`config.mk`:
```
export PLATFORM = sky130hd
export DESIGN_NAME = load_store_unit_flat
export DESIGN_NICKNAME = d
export VERILOG_FILES = /design/src/rtl/load_store_unit_if.sv /design/src/rtl/load_store_unit.sv /design/src/flat_wrapper.sv
export SDC_FILE = /design/constraint.sdc
export NUM_CORES = 1
export LEC_CHECK = 0
export CAP_MARGIN = 20
export CORE_ASPECT_RATIO = 1.75
export CORE_MARGIN = 4
export CORE_UTILIZATION = 25
export CTS_BUF_LIST = sky130_fd_sc_hd__clkbuf_16
export CTS_CLUSTER_SIZE = 10
export DETAILED_ROUTE_END_ITERATION = 8
export PLACE_DENSITY = 0.56
export SYNTH_ARGS = -nofsm -noshare
export SYNTH_HDL_FRONTEND = slang
export SYNTH_SLANG_ARGS = --single-unit
```
`constraint.sdc`:
```
create_clock -name clk -period 10.8 [get_ports clk]
set_input_delay 2.16 -clock clk [delete_from_list [all_inputs] [get_ports clk]]
set_output_delay 2.16 -clock clk [all_outputs]
set_load 0.01 [all_outputs]
```
`src/rtl/load_store_unit_if.sv`:
```
// Bundle of the CPU request/response channel and the data-memory port of the
// load/store unit. The slave modport is the unit itself; the master modport is
// the environment around it (pipeline MEM stage plus the memory array).
interface load_store_unit_if;
   // CPU request channel
   logic        req_valid;
   logic        req_ready;
   logic        req_store;
   logic [1:0]  req_size;
   logic        req_unsigned;
   logic [31:0] req_addr;
   logic [31:0] req_wdata;
   // CPU response channel
   logic        resp_valid;
   logic [31:0] resp_rdata;
   logic        resp_err;
   // word-addressed data memory port
   logic        mem_read;
   logic        mem_write;
   logic [31:0] mem_address;
   logic [31:0] mem_write_data;
   logic [31:0] mem_read_data;

   modport master (
      output req_valid, req_store, req_size, req_unsigned, req_addr, req_wdata,
      output mem_read_data,
      input  req_ready, resp_valid, resp_rdata, resp_err,
      input  mem_read, mem_write, mem_address, mem_write_data
   );

   modport slave (
      input  req_valid, req_store, req_size, req_unsigned, req_addr, req_wdata,
      input  mem_read_data,
      output req_ready, resp_valid, resp_rdata, resp_err,
      output mem_read, mem_write, mem_address, mem_write_data
   );
endinterface

```
`src/rtl/load_store_unit.sv`:
```
// Load/store unit: turns byte/halfword/word CPU accesses into full-word memory
// traffic. Sub-word stores are read-modify-write; misaligned, out-of-range and
// illegal-size requests complete with an error and never touch memory.
// Every output is a flop loaded together with the next state, so outputs are a
// pure function of the current state and the asynchronous reset clears them
// at once (a reset in WRITE drops mem_write in the same cycle).
module load_store_unit #(
   parameter int MEM_WORDS = 4096
) (
   input logic               clk,
   input logic               rst,
   load_store_unit_if.slave  bus
);

   typedef enum logic [2:0] {
      ST_IDLE   = 3'd0,
      ST_LOAD   = 3'd1,
      ST_RMW_RD = 3'd2,
      ST_WRITE  = 3'd3,
      ST_RESP   = 3'd4
   } state_t;

   localparam logic [31:0] WORD_LIMIT = 32'(MEM_WORDS);

   state_t      state_r;
   logic [1:0]  lane_r;       // byte offset of the access inside its word
   logic [1:0]  size_r;
   logic        unsigned_r;
   logic [31:0] wdata_r;

   logic        err_s;

   // Select the addressed lane of a memory word and sign/zero extend it.
   function automatic logic [31:0] extract_load(input logic [31:0] word,
                                                input logic [1:0]  lane,
                                                input logic [1:0]  size,
                                                input logic        uns);
      logic [7:0]  b;
      logic [15:0] h;
      logic [31:0] r;
      case (lane)
         2'b00:   b = word[7:0];
         2'b01:   b = word[15:8];
         2'b10:   b = word[23:16];
         2'b11:   b = word[31:24];
         default: b = 8'h00;
      endcase
      if (lane[1]) begin
         h = word[31:16];
      end else begin
         h = word[15:0];
      end
      case (size)
         2'b00:   r = {{24{b[7] & ~uns}}, b};
         2'b01:   r = {{16{h[15] & ~uns}}, h};
         2'b10:   r = word;
         default: r = 32'h0000_0000;
      endcase
      return r;
   endfunction

   // Replace only the addressed byte/halfword lane of a memory word.
   function automatic logic [31:0] merge_store(input logic [31:0] word,
                                               input logic [1:0]  lane,
                                               input logic [1:0]  size,
                                               input logic [31:0] wdata);
      logic [31:0] r;
      r = word;
      case (size)
         2'b00: begin
            case (lane)
               2'b00:   r[7:0]   = wdata[7:0];
               2'b01:   r[15:8]  = wdata[7:0];
               2'b10:   r[23:16] = wdata[7:0];
               2'b11:   r[31:24] = wdata[7:0];
               default: r = word;
            endcase
         end
         2'b01: begin
            if (lane[1]) begin
               r[31:16] = wdata[15:0];
            end else begin
               r[15:0] = wdata[15:0];
            end
         end
         2'b10:   r = wdata;
         default: r = word;
      endcase
      return r;
   endfunction

   // Classify the incoming request: alignment, legal size and address range.
   always_comb begin
      err_s = 1'b0;
      case (bus.req_size)
         2'b00:   err_s = 1'b0;
         2'b01:   err_s = bus.req_addr[0];
         2'b10:   err_s = (bus.req_addr[1:0] != 2'b00);
         default: err_s = 1'b1;
      endcase
      if ({2'b00, bus.req_addr[31:2]} >= WORD_LIMIT) begin
         err_s = 1'b1;
      end else begin
         err_s = err_s;
      end
   end

   // Access sequencer: state, captured request and all registered outputs.
   always_ff @(posedge clk or posedge rst) begin
      if (rst) begin
         state_r            <= ST_IDLE;
         lane_r             <= 2'b00;
         size_r             <= 2'b00;
         unsigned_r         <= 1'b0;
         wdata_r            <= 32'h0000_0000;
         bus.req_ready      <= 1'b1;
         bus.resp_valid     <= 1'b0;
         bus.resp_rdata     <= 32'h0000_0000;
         bus.resp_err       <= 1'b0;
         bus.mem_read       <= 1'b0;
         bus.mem_write      <= 1'b0;
         bus.mem_address    <= 32'h0000_0000;
         bus.mem_write_data <= 32'h0000_0000;
      end else begin
         case (state_r)
            ST_IDLE: begin
               if (bus.req_valid) begin
                  lane_r        <= bus.req_addr[1:0];
                  size_r        <= bus.req_size;
                  unsigned_r    <= bus.req_unsigned;
                  wdata_r       <= bus.req_wdata;
                  bus.req_ready <= 1'b0;
                  if (err_s) begin
                     state_r        <= ST_RESP;
                     bus.resp_valid <= 1'b1;
                     bus.resp_err   <= 1'b1;
                     bus.resp_rdata <= 32'h0000_0000;
                  end else if (!bus.req_store) begin
                     state_r         <= ST_LOAD;
                     bus.mem_read    <= 1'b1;
                     bus.mem_address <= {bus.req_addr[31:2], 2'b00};
                  end else if (bus.req_size == 2'b10) begin
                     // full word: nothing to preserve, skip the read
                     state_r            <= ST_WRITE;
                     bus.mem_write      <= 1'b1;
                     bus.mem_write_data <= bus.req_wdata;
                     bus.mem_address    <= {bus.req_addr[31:2], 2'b00};
                  end else begin
                     state_r         <= ST_RMW_RD;
                     bus.mem_read    <= 1'b1;
                     bus.mem_address <= {bus.req_addr[31:2], 2'b00};
                  end
               end else begin
                  state_r       <= ST_IDLE;
                  bus.req_ready <= 1'b1;
               end
            end
            ST_LOAD: begin
               state_r         <= ST_RESP;
               bus.mem_read    <= 1'b0;
               bus.mem_address <= 32'h0000_0000;
               bus.resp_valid  <= 1'b1;
               bus.resp_err    <= 1'b0;
               bus.resp_rdata  <= extract_load(bus.mem_read_data, lane_r,
                                               size_r, unsigned_r);
            end
            ST_RMW_RD: begin
               // mem_address is kept for the write-back of the merged word
               state_r            <= ST_WRITE;
               bus.mem_read       <= 1'b0;
               bus.mem_write      <= 1'b1;
               bus.mem_write_data <= merge_store(bus.mem_read_data, lane_r,
                                                 size_r, wdata_r);
            end
            ST_WRITE: begin
               state_r            <= ST_RESP;
               bus.mem_write      <= 1'b0;
               bus.mem_write_data <= 32'h0000_0000;
               bus.mem_address    <= 32'h0000_0000;
               bus.resp_valid     <= 1'b1;
               bus.resp_err       <= 1'b0;
               bus.resp_rdata     <= 32'h0000_0000;
            end
            ST_RESP: begin
               state_r        <= ST_IDLE;
               bus.resp_valid <= 1'b0;
               bus.resp_err   <= 1'b0;
               bus.resp_rdata <= 32'h0000_0000;
               bus.req_ready  <= 1'b1;
            end
            default: begin
               state_r            <= ST_IDLE;
               bus.req_ready      <= 1'b1;
               bus.resp_valid     <= 1'b0;
               bus.resp_rdata     <= 32'h0000_0000;
               bus.resp_err       <= 1'b0;
               bus.mem_read       <= 1'b0;
               bus.mem_write      <= 1'b0;
               bus.mem_address    <= 32'h0000_0000;
               bus.mem_write_data <= 32'h0000_0000;
            end
         endcase
      end
   end

endmodule

```
`src/flat_wrapper.sv`:
```
// flat-port wrapper written by rule: the top's interface ports become plain ports
module load_store_unit_flat 
#(
   parameter int MEM_WORDS = 4096
)
  (clk, rst, bus_req_valid, bus_req_store, bus_req_size, bus_req_unsigned, bus_req_addr, bus_req_wdata, bus_mem_read_data, bus_req_ready, bus_resp_valid, bus_resp_rdata, bus_resp_err, bus_mem_read, bus_mem_write, bus_mem_address, bus_mem_write_data);
  load_store_unit_if bus_i ();
  input logic clk;
  input logic rst;
  input wire logic [$bits(bus_i.req_valid)-1:0] bus_req_valid;
  input wire logic [$bits(bus_i.req_store)-1:0] bus_req_store;
  input wire logic [$bits(bus_i.req_size)-1:0] bus_req_size;
  input wire logic [$bits(bus_i.req_unsigned)-1:0] bus_req_unsigned;
  input wire logic [$bits(bus_i.req_addr)-1:0] bus_req_addr;
  input wire logic [$bits(bus_i.req_wdata)-1:0] bus_req_wdata;
  input wire logic [$bits(bus_i.mem_read_data)-1:0] bus_mem_read_data;
  output wire logic [$bits(bus_i.req_ready)-1:0] bus_req_ready;
  output wire logic [$bits(bus_i.resp_valid)-1:0] bus_resp_valid;
  output wire logic [$bits(bus_i.resp_rdata)-1:0] bus_resp_rdata;
  output wire logic [$bits(bus_i.resp_err)-1:0] bus_resp_err;
  output wire logic [$bits(bus_i.mem_read)-1:0] bus_mem_read;
  output wire logic [$bits(bus_i.mem_write)-1:0] bus_mem_write;
  output wire logic [$bits(bus_i.mem_address)-1:0] bus_mem_address;
  output wire logic [$bits(bus_i.mem_write_data)-1:0] bus_mem_write_data;
  assign bus_i.req_valid = bus_req_valid;
  assign bus_i.req_store = bus_req_store;
  assign bus_i.req_size = bus_req_size;
  assign bus_i.req_unsigned = bus_req_unsigned;
  assign bus_i.req_addr = bus_req_addr;
  assign bus_i.req_wdata = bus_req_wdata;
  assign bus_i.mem_read_data = bus_mem_read_data;
  assign bus_req_ready = bus_i.req_ready;
  assign bus_resp_valid = bus_i.resp_valid;
  assign bus_resp_rdata = bus_i.resp_rdata;
  assign bus_resp_err = bus_i.resp_err;
  assign bus_mem_read = bus_i.mem_read;
  assign bus_mem_write = bus_i.mem_write;
  assign bus_mem_address = bus_i.mem_address;
  assign bus_mem_write_data = bus_i.mem_write_data;
  load_store_unit #(.MEM_WORDS(MEM_WORDS)) u_core (.clk(clk), .rst(rst), .bus(bus_i));
endmodule
```
Yosys cells after proc, flatten, opt, wreduce, memory -nomap -nowiden
Index checks and enable logic that the tools add are counted.
{"block": "totals", "reg_bits": 141, "in_bits": 103, "elab_cells": 99, "out_inout_bits": 101}
{"block": "classes", "n_mux": 46, "bitwise": 7, "reduce_logical": 15, "eq_ne": 17, "magnitude_cmp": 1}
{"op": "32-bit case mux with 3 select lines", "n": 4}
{"op": "32-bit two-way mux", "n": 8}
{"op": "16-bit two-way mux", "n": 4}
{"op": "32-bit case mux with 2 select lines", "n": 1}
{"op": "8-bit two-way mux", "n": 5}
{"op": "8-bit case mux with 4 select lines", "n": 1}
{"op": "30-bit by 13-bit greater-or-equal comparator with 1-bit output (second input constant)", "n": 1}
{"op": "1-bit two-way mux", "n": 13}
{"op": "3-bit two-way mux", "n": 3}
{"op": "1-bit case mux with 3 select lines", "n": 3}
{"op": "3-bit case mux with 3 select lines", "n": 1}
{"op": "2-bit == test (second input constant)", "n": 4}
{"op": "2-bit OR reduction", "n": 4}
{"op": "2-bit by 1-bit == test with 1-bit output (second input constant)", "n": 3}
{"op": "3-bit by 2-bit == test with 1-bit output (second input constant)", "n": 2}
{"op": "2-bit logical NOT", "n": 3}
{"op": "2-bit inequality test (second input constant)", "n": 3}
{"op": "1-bit case mux with 2 select lines", "n": 3}
{"op": "3-bit AND reduction", "n": 2}
{"op": "1-bit inverter", "n": 5}
{"op": "5-bit AND reduction", "n": 1}
{"op": "2-bit by 1-bit inequality test with 1-bit output (second input constant)", "n": 2}
{"op": "4-bit AND reduction", "n": 1}
{"op": "3-bit by 1-bit == test with 1-bit output (second input constant)", "n": 1}
{"op": "7 further kinds", "n": 8}

Logic depth before layout (Yosys ltp)
{"block": "depth", "word_depth": 6, "depth_mapped": 7, "ltp_nobuf": 4}

Least setup slack after synthesis
OpenSTA, ideal clock, no wires.
{"block": "synth_timing", "kind": "input to register", "from": "in bus_req_addr[17]", "to": "reg u_core.bus.mem_address[2]", "path_buffers": 1, "path_stages": 5, "setup_time_ps": 79, "arrival_time_ps": 3760, "t_required_ps": 10721, "path_slack_ps": 6960, "cell_sequence": "or4_1 -> or3b_4 -> nor4_4 -> buf_4 -> mux2i_1"}
{"block": "synth_via", "elab_chain_cells": 4}
{"item": "from (decl)", "line": "flat_wrapper.sv:14", "text": "input wire logic [$bits(bus_i.req_addr)-1:0] bus_req_addr;"}
{"item": "30-bit by 13-bit greater-or-equal comparator with 1-bit output", "line": "load_store_unit.sv:101", "text": "if ({2'b00, bus.req_addr[31:2]} >= WORD_LIMIT) begin"}
{"item": "1-bit two-way mux", "line": "load_store_unit.sv:101"}
{"item": "2-bit inequality test (no line)"}
{"item": "3-bit AND reduction (no line)"}
{"item": "to (signal assigned)", "line": "load_store_unit.sv:141", "text": "bus.mem_address <= {bus.req_addr[31:2], 2'b00};"}
{"item": "to (signal assigned)", "line": "load_store_unit.sv:147", "text": "bus.mem_address <= {bus.req_addr[31:2], 2'b00};"}
{"item": "to (signal assigned)", "line": "load_store_unit.sv:151", "text": "bus.mem_address <= {bus.req_addr[31:2], 2'b00};"}
{"item": "to (decl)", "line": "load_store_unit_if.sv:35", "text": "output mem_read, mem_write, mem_address, mem_write_data"}
No other way between the ends.
A chain may end at the register's enable or synchronous reset.

Final worst setup path
{"block": "layout_timing", "from": "in bus_req_valid", "to": "reg u_core.bus.mem_write_data[11]"}
{"block": "layout_via", "elab_chain_cells": 2}
{"item": "from (decl)", "line": "flat_wrapper.sv:10", "text": "input wire logic [$bits(bus_i.req_valid)-1:0] bus_req_valid;"}
{"item": "2-bit inequality test (no line)"}
{"item": "5-bit AND reduction (no line)"}
{"item": "to (signal assigned)", "line": "load_store_unit.sv:146", "text": "bus.mem_write_data <= bus.req_wdata;"}
{"item": "to (signal assigned)", "line": "load_store_unit.sv:172", "text": "bus.mem_write_data <= merge_store(bus.mem_read_data, lane_r,"}
{"item": "to (decl)", "line": "load_store_unit_if.sv:35"}
No other way between the ends.

==> results.yml <==
power:
  peakVddDrop_v: 0.000111
  p_leak_nw: 4.02
  powerDensity_mw_per_mm2: 145
global_routing:
  grt_max_degree: 89
  overflow: 0
  grt_use_total_pct: 17.3
  grt_pass1_vias: 6669
  grt_pass1_wl_um: 41100
  antenna_found_initial: 3
clock_tree:
  cts_buffer_depth: 2
  root_buffer: "clkbuf_16"
  cts_tree: "yes"
  clk-insertion-delay-late_ns: 0.43
  clkTransAtPathRegs_ns: 0.06
  ctsResizeCount: 0
  numCtsBuffers: 17
  clkSinkCount: 139
  cts_post_setup_buffers_inserted: 0
  htreeDepth: 4
  ctsHoldBuffers: 0
route:
  drc: 0
  drt_wl_total_um: 27700
  viasPerCell: 5.28
  antenna_left: 0
  via_count: 6575
  drt_iter0_markers: 496
  wl_per_cell_um: 22.3
  drt_pre_antenna_iters: 6
layout:
  syn_to_final_growth_pct: 41.7
  fin_nets: 960
  utilization_pct: 36.1
  layout-drive-gt1-share_pct: 14.1
  fillCellCount: 2920
  final_cell_area_mm2: 0.0102
  fin_cells: 1245
setup_path:
  worst_setup_path_start_kind: "primary input"
  crit_fanout: 33
  reg2reg_depth: 5
  required_ns: 11.16
  critPathKind: "primary input to flip-flop"
  cp-end-kind: "flip-flop"
  critPathArrivalTime_ns: 4.58
placement:
  placed_area_mm2: 0.00950
  finalWeightedCongestion: 0.875
  dp_hpwl_um: 20400
  port_buffers: 201
  dp_cells: 1209
floorplanning:
  num_rows: 81
  start_util_pct: 25.5
  die_x_um: 136
  ioPinCount: 204
  core_area_mm2: 0.0282
  die-area_mm2: 0.0316
  die_h_um: 232
timing:
  fmax_mhz: 237
  tightestPinTransition_ns: 1.07
  slew_viol_final: 0
  final.min_clock_period_ns: 4.22
  setup_tns_ns: 0
  worst_slew_margin_rel_pct: 28.4
  rsz0062_at_grt: "no"
  hold_violations: 0
  setup_viol: 0
  timing.final.crit_share_pct: 39.1
  skew_ns: 0.00841
synth:
  async_reset_ff_share_pct: 100
  synthTopCellsByArea: "dfrtp_1, mux2_2, nand2_1"
  synth-edff-count: 0
  avgSynthCellArea_um2: 10.4
  netlist_instances: 690
  yosysWarnings: 0
  ys_ff_latch: 139
  yosys.area.top_type: "dfrtp_1"
  ys_types: 56
  syn-cell-area_mm2: 0.00719
  synth_top_flop_cell: "dfrtp_1"
  synth_top_area_share_pct: 48.1
  synth-seq-area-share_pct: 48.4
flow_run:
  maxCapViolCount: 0
status:
  outcome: "completed"
min_path:
  hold_depth: 1
  hold_class: "flip-flop to flip-flop"
## worst max-delay path, stage by stage
cell and delay [ns]:
clkdlybuf4s50_1 0.52, or3b_2 0.45, nor4_1 0.61, a21o_1 0.21, buf_4 0.38, a32o_1 0.24
## cell usage after synthesis, drive strengths merged (2+ instances only)
| cell type | n |
|---|---|
| dfrtp | 138 |
| nand2 | 67 |
| clkbuf | 47 |
| mux2 | 45 |
| o21ai | 31 |
| o22ai | 31 |
| a221oi | 24 |
| buf | 22 |
| mux2i | 21 |
| nor3b | 21 |
| a32o | 19 |
| nor2 | 19 |
| or2 | 19 |
| a22oi | 16 |
| nand3 | 15 |
| a22o | 14 |
| a31oi | 11 |
| nor2b | 11 |
| o211ai | 10 |
| a21oi | 8 |
| a32oi | 8 |
| a222oi | 7 |
| and2 | 7 |
| nand2b | 7 |
| a211oi | 6 |
| inv | 6 |
| o21a | 6 |
| nand3b | 5 |
| nor4 | 5 |
| a2bb2oi | 4 |
| nor3 | 4 |
| o221ai | 4 |
| a21o | 3 |
| a31o | 3 |
| and3 | 3 |
| o22a | 3 |
| or3b | 3 |
| a221o | 2 |
| nand4 | 2 |
| o2111ai | 2 |
## path summary, 6_finish.rpt
check,start,endpoint,slack [ns]
max,bus_req_valid,u_core.bus.mem_write_data[11],6.58
min,u_core.bus.mem_write,u_core.bus.mem_write,0.49
max reg2reg,u_core.state_r[0],u_core.bus.mem_write_data[11],8.23
min reg2reg,u_core.bus.mem_write,u_core.bus.mem_write,0.49
max in group asynchronous,rst,u_core.bus.mem_address[9],7.30
min in group asynchronous,rst,u_core.bus.mem_address[22],2.27
## power breakdown
part / switching (W) / leakage (nW) / internal (W)
Clock: 0.000238 / 0.315 / 0.000410
Sequential: 0.0000296 / 1.79 / 0.000543
Combinational: 0.000141 / 1.92 / 0.000116
## layer usage
metal / vias up / part of all wire, % / GRT usage [%] / routed length [µm]
met5: - / 0.025 / 0 / 7
met4: 2 / 4.7 / 9.43 / 1300
met3: 57 / 5.7 / 3.69 / 1590
met2: 267 / 53 / 30.6 / 14700
met1: 3288 / 37 / 19.0 / 10100
li1: 2961 / - / - / -
## stage by stage
stage	setup slack [ns]	hold WS, ns	total power (W)
detailed placement	6.15	0.478	0.000834
finish	6.58	0.485	0.00148
global route	6.48	0.504	0.00154
global placement	6.22	0.467	0.000830
floorplan	4.92	0.477	0.000728
CTS	6.60	0.493	0.00149
## final cells by class
type                    instances  area, µm²  share of cell area (%)
inverters                       7       31.3                   0.307
diodes                          2       5.00                  0.0492
clock inverters                15        223                    2.19
clock buffers                  17        425                    4.18
multi-input cells             476       3410                    33.5
well taps                     373        467                    4.58
repair buffers                216       2140                    21.0
flip-flops and latches        139       3480                    34.2
## state kept, by name, summed over array words and instances (netlist names), 2 cells and up
signal and cells:
u_core.bus.mem_write_data 32, u_core.bus.resp_rdata 32, u_core.wdata_r 32, u_core.bus.mem_address 30, u_core.state_r 3, u_core.lane_r 2
u_core.size_r 2
## cells in the final DEF (no fill, tap or decap), drive strengths merged, types with 19 or more instances in the layout
| master | n |
|---|---|
| clkdlybuf4s50 | 201 |
| dfrtp | 138 |
| o21ai | 31 |
| mux2i | 21 |
| nor3b | 21 |
| a221oi | 24 |
| nor2 | 19 |
| nand2 | 67 |
| or2 | 19 |
| o22ai | 31 |
| mux2 | 45 |
| a32o | 19 |
## cells by family after synthesis
kind of cell,synth area share (%)
and+or+nand+nor,14.3
DFF,48.4
AOI/OAI and AO/OA,22.6
other,0.0522
muxes,10.3
buffers and inverters,4.40
Power figures use the tool's default switching activity.
